File: src/rtl/ar_arbiter_if.sv
// ar_arbiter_if: bundles the read-address (AR) signals around ar_arbiter.
//
// Signal names keep the _i/_o suffix as seen from the arbiter.
//   Master side (M0, M1): arid/araddr/arlen/arvalid in, arready out.
//   Slave side (S0, S1, SD): shared arids/araddr/arlen, one-hot arvalid out,
//   per-slave arready in, per-slave rdone pulse in (R handshake with rlast done).
//
// Modports:
//   master - used by the arbiter, which issues requests towards the slaves.
//   slave  - used by the environment: drives the master requests and the slave
//            responses, and observes the arbiter outputs.
interface ar_arbiter_if #(
    parameter int unsigned ID_BITS   = 4,
    parameter int unsigned ADDR_BITS = 32,
    parameter int unsigned LEN_BITS  = 4
);
    logic [ID_BITS-1:0]   arid_m0_i;
    logic [ADDR_BITS-1:0] araddr_m0_i;
    logic [LEN_BITS-1:0]  arlen_m0_i;
    logic                 arvalid_m0_i;
    logic                 arready_m0_o;

    logic [ID_BITS-1:0]   arid_m1_i;
    logic [ADDR_BITS-1:0] araddr_m1_i;
    logic [LEN_BITS-1:0]  arlen_m1_i;
    logic                 arvalid_m1_i;
    logic                 arready_m1_o;

    logic [ID_BITS:0]     arids_s_o;
    logic [ADDR_BITS-1:0] araddr_s_o;
    logic [LEN_BITS-1:0]  arlen_s_o;
    logic [2:0]           arvalid_s_o;
    logic [2:0]           arready_s_i;
    logic [2:0]           rdone_i;

    modport master (
        input  arid_m0_i, araddr_m0_i, arlen_m0_i, arvalid_m0_i,
        output arready_m0_o,
        input  arid_m1_i, araddr_m1_i, arlen_m1_i, arvalid_m1_i,
        output arready_m1_o,
        output arids_s_o, araddr_s_o, arlen_s_o, arvalid_s_o,
        input  arready_s_i, rdone_i
    );

    modport slave (
        output arid_m0_i, araddr_m0_i, arlen_m0_i, arvalid_m0_i,
        input  arready_m0_o,
        output arid_m1_i, araddr_m1_i, arlen_m1_i, arvalid_m1_i,
        input  arready_m1_o,
        input  arids_s_o, araddr_s_o, arlen_s_o, arvalid_s_o,
        output arready_s_i, rdone_i
    );
endinterface

File: src/rtl/ar_arbiter.sv
// ar_arbiter: AR channel arbiter sharing the read-address path between masters
// M0 and M1 and three slaves (S0, S1, default slave SD).
//
// - Decodes araddr[ADDR_BITS-1:16]: 0x0000 -> S0, 0x0001 -> S1, else SD.
// - Prepends the master index to the ID: arids_s_o = {index, id}.
// - Keeps each slave locked (busy) from capture until its rdone_i pulse, so
//   at most one read is outstanding per slave and R data never interleaves.
// - Two-state FSM: IDLE captures a winner (arready pulses in that cycle),
//   ADDR presents the registered request until the target slave accepts it.
//
// Ports:
//   clk - rising-edge clock
//   rst - synchronous active-low reset
//   bus - ar_arbiter_if.master, all AR/rdone signals
//
// Build option: define AR_RR_EN for round-robin arbitration between M0 and
// M1; without it M0 has fixed priority over M1.
module ar_arbiter #(
    parameter int unsigned ID_BITS   = 4,
    parameter int unsigned ADDR_BITS = 32,
    parameter int unsigned LEN_BITS  = 4
) (
    input logic            clk,
    input logic            rst,
    ar_arbiter_if.master   bus
);

    localparam int unsigned HI_BITS = ADDR_BITS - 16;

    localparam logic [0:0] StIdle = 1'b0;
    localparam logic [0:0] StAddr = 1'b1;

    // One-hot slave select: bit0 = S0, bit1 = S1, bit2 = SD.
    function automatic logic [2:0] decode(input logic [ADDR_BITS-1:0] addr);
        logic [HI_BITS-1:0] hi;
        hi = addr[ADDR_BITS-1:16];
        if (hi == '0) begin
            return 3'b001;
        end else if (hi == HI_BITS'(1)) begin
            return 3'b010;
        end else begin
            return 3'b100;
        end
    endfunction

    logic [0:0]           state_q, state_d;
    logic [2:0]           busy_q, busy_d;
    logic [2:0]           tgt_q, tgt_d;
    logic [ID_BITS:0]     ids_q, ids_d;
    logic [ADDR_BITS-1:0] addr_q, addr_d;
    logic [LEN_BITS-1:0]  len_q, len_d;

    logic [2:0] tgt_m0, tgt_m1;
    logic       elig_m0, elig_m1;
    logic       idle;
    logic       gnt_m0, gnt_m1;

    assign tgt_m0  = decode(bus.araddr_m0_i);
    assign tgt_m1  = decode(bus.araddr_m1_i);
    assign elig_m0 = bus.arvalid_m0_i & ~|(tgt_m0 & busy_q);
    assign elig_m1 = bus.arvalid_m1_i & ~|(tgt_m1 & busy_q);
    assign idle    = (state_q == StIdle);

`ifdef AR_RR_EN
    // prio_q names the favoured master (0 = M0); it flips to the loser after
    // every grant, including uncontested ones.
    logic prio_q, prio_d;

    assign gnt_m0 = idle & elig_m0 & (~elig_m1 | ~prio_q);
    assign gnt_m1 = idle & elig_m1 & (~elig_m0 |  prio_q);

    always_comb begin
        prio_d = prio_q;
        if (gnt_m0) begin
            prio_d = 1'b1;
        end else if (gnt_m1) begin
            prio_d = 1'b0;
        end
    end

    always_ff @(posedge clk) begin
        if (!rst) begin
            prio_q <= 1'b0;
        end else begin
            prio_q <= prio_d;
        end
    end
`else
    assign gnt_m0 = idle & elig_m0;
    assign gnt_m1 = idle & elig_m1 & ~elig_m0;
`endif

    // Gated with rst so no handshake is signalled while the capture is
    // being suppressed by reset.
    assign bus.arready_m0_o = gnt_m0 & rst;
    assign bus.arready_m1_o = gnt_m1 & rst;

    always_comb begin
        state_d = state_q;
        tgt_d   = tgt_q;
        ids_d   = ids_q;
        addr_d  = addr_q;
        len_d   = len_q;
        // rdone only clears a set bit; capture targets a non-busy slave, so
        // the two never collide on the same bit.
        busy_d  = busy_q & ~bus.rdone_i;

        unique case (state_q)
            StIdle: begin
                if (gnt_m0) begin
                    state_d = StAddr;
                    tgt_d   = tgt_m0;
                    ids_d   = {1'b0, bus.arid_m0_i};
                    addr_d  = bus.araddr_m0_i;
                    len_d   = bus.arlen_m0_i;
                    busy_d  = busy_d | tgt_m0;
                end else if (gnt_m1) begin
                    state_d = StAddr;
                    tgt_d   = tgt_m1;
                    ids_d   = {1'b1, bus.arid_m1_i};
                    addr_d  = bus.araddr_m1_i;
                    len_d   = bus.arlen_m1_i;
                    busy_d  = busy_d | tgt_m1;
                end
            end
            StAddr: begin
                // Only the target slave's ready matters.
                if (|(bus.arready_s_i & tgt_q)) begin
                    state_d = StIdle;
                end
            end
            default: state_d = StIdle;
        endcase
    end

    always_ff @(posedge clk) begin
        if (!rst) begin
            state_q <= StIdle;
            busy_q  <= '0;
            tgt_q   <= '0;
            ids_q   <= '0;
            addr_q  <= '0;
            len_q   <= '0;
        end else begin
            state_q <= state_d;
            busy_q  <= busy_d;
            tgt_q   <= tgt_d;
            ids_q   <= ids_d;
            addr_q  <= addr_d;
            len_q   <= len_d;
        end
    end

    assign bus.arvalid_s_o = (state_q == StAddr) ? tgt_q : 3'b000;
    assign bus.arids_s_o   = ids_q;
    assign bus.araddr_s_o  = addr_q;
    assign bus.arlen_s_o   = len_q;

endmodule

File: src/flat_wrapper.sv
// flat-port wrapper written by rule: the top's interface ports become plain ports
module ar_arbiter_flat 
#(
    parameter int unsigned ID_BITS   = 4,
    parameter int unsigned ADDR_BITS = 32,
    parameter int unsigned LEN_BITS  = 4
)
  (clk, rst, bus_arid_m0_i, bus_araddr_m0_i, bus_arlen_m0_i, bus_arvalid_m0_i, bus_arready_m0_o, bus_arid_m1_i, bus_araddr_m1_i, bus_arlen_m1_i, bus_arvalid_m1_i, bus_arready_m1_o, bus_arids_s_o, bus_araddr_s_o, bus_arlen_s_o, bus_arvalid_s_o, bus_arready_s_i, bus_rdone_i);
  ar_arbiter_if #(.ID_BITS(ID_BITS), .ADDR_BITS(ADDR_BITS), .LEN_BITS(LEN_BITS)) bus_i ();
  input logic clk;
  input logic rst;
  input wire logic [$bits(bus_i.arid_m0_i)-1:0] bus_arid_m0_i;
  input wire logic [$bits(bus_i.araddr_m0_i)-1:0] bus_araddr_m0_i;
  input wire logic [$bits(bus_i.arlen_m0_i)-1:0] bus_arlen_m0_i;
  input wire logic [$bits(bus_i.arvalid_m0_i)-1:0] bus_arvalid_m0_i;
  output wire logic [$bits(bus_i.arready_m0_o)-1:0] bus_arready_m0_o;
  input wire logic [$bits(bus_i.arid_m1_i)-1:0] bus_arid_m1_i;
  input wire logic [$bits(bus_i.araddr_m1_i)-1:0] bus_araddr_m1_i;
  input wire logic [$bits(bus_i.arlen_m1_i)-1:0] bus_arlen_m1_i;
  input wire logic [$bits(bus_i.arvalid_m1_i)-1:0] bus_arvalid_m1_i;
  output wire logic [$bits(bus_i.arready_m1_o)-1:0] bus_arready_m1_o;
  output wire logic [$bits(bus_i.arids_s_o)-1:0] bus_arids_s_o;
  output wire logic [$bits(bus_i.araddr_s_o)-1:0] bus_araddr_s_o;
  output wire logic [$bits(bus_i.arlen_s_o)-1:0] bus_arlen_s_o;
  output wire logic [$bits(bus_i.arvalid_s_o)-1:0] bus_arvalid_s_o;
  input wire logic [$bits(bus_i.arready_s_i)-1:0] bus_arready_s_i;
  input wire logic [$bits(bus_i.rdone_i)-1:0] bus_rdone_i;
  assign bus_i.arid_m0_i = bus_arid_m0_i;
  assign bus_i.araddr_m0_i = bus_araddr_m0_i;
  assign bus_i.arlen_m0_i = bus_arlen_m0_i;
  assign bus_i.arvalid_m0_i = bus_arvalid_m0_i;
  assign bus_arready_m0_o = bus_i.arready_m0_o;
  assign bus_i.arid_m1_i = bus_arid_m1_i;
  assign bus_i.araddr_m1_i = bus_araddr_m1_i;
  assign bus_i.arlen_m1_i = bus_arlen_m1_i;
  assign bus_i.arvalid_m1_i = bus_arvalid_m1_i;
  assign bus_arready_m1_o = bus_i.arready_m1_o;
  assign bus_arids_s_o = bus_i.arids_s_o;
  assign bus_araddr_s_o = bus_i.araddr_s_o;
  assign bus_arlen_s_o = bus_i.arlen_s_o;
  assign bus_arvalid_s_o = bus_i.arvalid_s_o;
  assign bus_i.arready_s_i = bus_arready_s_i;
  assign bus_i.rdone_i = bus_rdone_i;
  ar_arbiter #(.ID_BITS(ID_BITS), .ADDR_BITS(ADDR_BITS), .LEN_BITS(LEN_BITS)) u_core (.clk(clk), .rst(rst), .bus(bus_i));
endmodule
File: config.mk
export PLATFORM = sky130hd
export DESIGN_NAME = ar_arbiter_flat
export DESIGN_NICKNAME = d
export VERILOG_FILES = /design/src/rtl/ar_arbiter_if.sv /design/src/rtl/ar_arbiter.sv /design/src/flat_wrapper.sv
export SDC_FILE = /design/constraint.sdc
export NUM_CORES = 1
export LEC_CHECK = 0
export CAP_MARGIN = 5
export CORE_MARGIN = 2
export CORE_UTILIZATION = 38
export CTS_BUF_LIST = sky130_fd_sc_hd__clkbuf_4 sky130_fd_sc_hd__clkbuf_8
export DETAILED_ROUTE_END_ITERATION = 10
export PLACE_DENSITY = 0.83
export SETUP_SLACK_MARGIN = 0.05
export SYNTH_ARGS = -nofsm -noshare
export SYNTH_HDL_FRONTEND = slang
export SYNTH_SLANG_ARGS = --single-unit
File: constraint.sdc
create_clock -name clk -period 2.7 [get_ports clk]
set_input_delay 0.405 -clock clk [delete_from_list [all_inputs] [get_ports clk]]
set_output_delay 0.405 -clock clk [all_outputs]
set_load 0.05 [all_outputs]
==> results.sh <==
export IMPL_fin_cells=437
export IMPL_end_kind="output pin"
export IMPL_syn2layout_area_growth_pct=74.8
export IMPL_worst_r2r_endpoint="u_core.bus.araddr_s_o[19]$_SDFFE_PN0P_"
export IMPL_die_area_mm2=0.00635
export IMPL_firstDrtPassIters=4
export IMPL_synth_cells=225
export IMPL_path_clk_slew_ps=90
export IMPL_tightest_slew_ps=659
export IMPL_r2r_slack_ps=760
export IMPL_clock_latency_ps=300
export IMPL_port_buffers=135
export IMPL_wl_mm=6.64
export IMPL_period_needed_ps=2600
export IMPL_r2r_cells=5
export IMPL_reg2reg_from="u_core.busy_q[0]$_SDFF_PN0_"
export IMPL_antennaDiodeCount=0
export IMPL_grt_pass1_vias=2267
export IMPL_endpoint="bus_arready_m1_o"
export IMPL_hold_viol=0
export IMPL_critPathLaunch="bus_araddr_m1_i[23]"
export IMPL_yosys_warnings=0
export IMPL_fp_dieH_um=79.7
export IMPL_drtAntennaViolNets=0
export IMPL_wl_per_cell_um=15.2
export IMPL_clock_root_buffer="clkbuf_8"
export IMPL_synth_main_ff_cell="dfxtp_1"
export IMPL_power_density_mw_per_mm2=572
export IMPL_yosysUniqueCellTypes=29
export IMPL_io_pins=136
export IMPL_regArea_um2=961
export IMPL_critPathArrivalTime_ps=2200
export IMPL_netlist_area_mm2=0.00218
export IMPL_rsz0062_at_grt="true"
export IMPL_slew_headroom=0.552
export IMPL_fillers=447
export IMPL_setup_viol=0
export IMPL_place_hpwl_mm=5.07
export IMPL_async_reset_ff_frac=0
export IMPL_total_power_mw=2.18
export IMPL_clock_sinks=48
export IMPL_vias=2286
export IMPL_row_count=27
export IMPL_cts_tree="done"
export IMPL_maxCapViolations=0
export IMPL_ys_ff_latch=48
export IMPL_final_common_cell="clkdlybuf4s50_1"
export IMPL_multi_input_area_mm2=0.00115
export IMPL_max_freq_ghz=0.384
export IMPL_gp_congestion=0.785
export IMPL_syn_area_per_cell_um2=9.67
export IMPL_cp_start_kind="primary input"
export IMPL_drtIter0Drc=120
export IMPL_hold_buffers=0
export IMPL_final_nets=454
export IMPL_dp_cells=426
export IMPL_synthesis_nets=315
export IMPL_drv_slew=0
export IMPL_status="finished clean"
export IMPL_min_path_type="reg2reg"
export IMPL_h_tree_depth=2
export IMPL_fp_dieW_um=79.7
export IMPL_cts_buffers=5
export IMPL_grt_total_usage=0.204
export IMPL_fin_skew_ps=5.85
export IMPL_grt_pass1_wl_mm=10.3
export IMPL_vdd_drop_max_uv=274
export IMPL_seq_area_frac_synth=0.442
export IMPL_antenna_found_initial=0
export IMPL_cts_path_max_buffers=2
export IMPL_drive_gt1_frac=0.0959
export IMPL_crit_type="in2out"
export IMPL_synth_edf_count=0
export IMPL_core_mm2=0.00551
export IMPL_start_util=0.395
export IMPL_critPathRequiredTime_ps=2300
export IMPL_crit_fanout=17
export IMPL_final_cell_mix="133 x clkdlybuf4s50_1, 48 x dfxtp_1, 31 x a21oi_1"
export IMPL_grt_max_degree=43
export IMPL_fin_crit_sh=0.963
export IMPL_drc=0
export IMPL_via_per_inst=5.23
export IMPL_grt_overflow=0
export IMPL_p_leak_nw=1.56
[report_power, final]
| part | total (mW) | leakage (nW) | switching (mW) | internal [mW] |
|---|---|---|---|---|
| Sequential | 0.834 | 0.396 | 0.0451 | 0.789 |
| Combinational | 0.825 | 1.11 | 0.467 | 0.358 |
| Clock | 0.517 | 0.0541 | 0.243 | 0.274 |
| Total | 2.18 | 1.56 | 0.755 | 1.42 |
[timing repair]
action,4_1_cts,5_1_grt
gates resized for setup,0,4
setup endpoints to repair,1,18
setup buffers,3,0
pin swaps,2,0
[cell type report]
| cell class | count | area share |
|---|---|---|
| Inverter | 1 | 0.000987 |
| Timing Repair Buffer | 148 | 0.390 |
| Sequential cell | 48 | 0.253 |
| Tap cell | 72 | 0.0237 |
| Clock buffer | 5 | 0.0181 |
| Clock inverter | 3 | 0.0112 |
| Multi-Input combinational cell | 160 | 0.304 |
[metal layers]
layer	GRT usage	vias up	wire length (um)
met1	0.252	1054	2790
li1	-	1139	-
met5	0	-	0
met2	0.350	81	3300
met4	0.0483	0	95
met3	0.0588	12	451
[synth_stat cells (3+ instances only)]
master	instances	area [um^2]
and3_1	17	106
nor4_2	3	37.5
nand3_1	4	20.0
nor3_1	4	20.0
nand2b_1	5	31.3
a221o_1	16	160
mux2i_1	27	270
buf_4	3	22.5
nand2_1	3	11.3
nor2_1	5	18.8
dfxtp_1	48	961
clkbuf_1	10	37.5
a21oi_1	31	155
o21ai_0	25	125
and2_1	4	25.0
nor4_1	4	25.0
[worst min path at each step]
| stage | from | end | slack, ps | depth (start not counted) |
|---|---|---|---|---|
| 2_1_floorplan | u_core.tgt_q[0]$_SDFFE_PN0P_ | u_core.tgt_q[0]$_SDFFE_PN0P_ | 450 | 2 |
| 3_3_place_gp | u_core.bus.araddr_s_o[31]$_SDFFE_PN0P_ | u_core.bus.araddr_s_o[31]$_SDFFE_PN0P_ | 470 | 1 |
| 3_5_place_dp | u_core.bus.araddr_s_o[20]$_SDFFE_PN0P_ | u_core.bus.araddr_s_o[20]$_SDFFE_PN0P_ | 470 | 1 |
| 4_1_cts | u_core.bus.araddr_s_o[22]$_SDFFE_PN0P_ | u_core.bus.araddr_s_o[22]$_SDFFE_PN0P_ | 490 | 1 |
| 5_1_grt | u_core.bus.araddr_s_o[27]$_SDFFE_PN0P_ | u_core.bus.araddr_s_o[27]$_SDFFE_PN0P_ | 510 | 1 |
| 6_report | u_core.busy_q[1]$_SDFF_PN0_ | u_core.busy_q[1]$_SDFF_PN0_ | 490 | 2 |
[flip-flops by register name, indices dropped and copies added (netlist names)]
signal,flops
u_core.bus.araddr_s_o,32
u_core.bus.arlen_s_o,4
u_core.busy_q,3
u_core.bus.arids_s_o,5
u_core.tgt_q,3
u_core.state_q,1
[per-stage QoR]
stage,util,hold slack (ps),instance area (um^2),setup TNS (ps),worst slack (ps)
after detailed placement,0.663,473,3650,-370,-31.1
after CTS,0.687,495,3780,0,55.6
after global placement,0.663,471,3650,0,21.4
after global routing,0.691,510,3800,0,1.22
after floorplan,-,452,2180,0,144
final,0.691,491,3800,0,98.9
[critical path, stage by stage]
cell and delay (ps):
clkdlybuf4s50_1 460, nor4_2 290, nand4_1 110, buf_4 170
mux2i_4 200, nor3b_4 230, buf_12 180, buf_12 140
[cell families after synthesis]
kind of cell,count (synthesis),synth area share
flops,48,0.442
buf+inv,17,0.0420
compound gates,77,0.221
simple gates,53,0.154
mux,30,0.141
(Power assumes the default switching activity.)
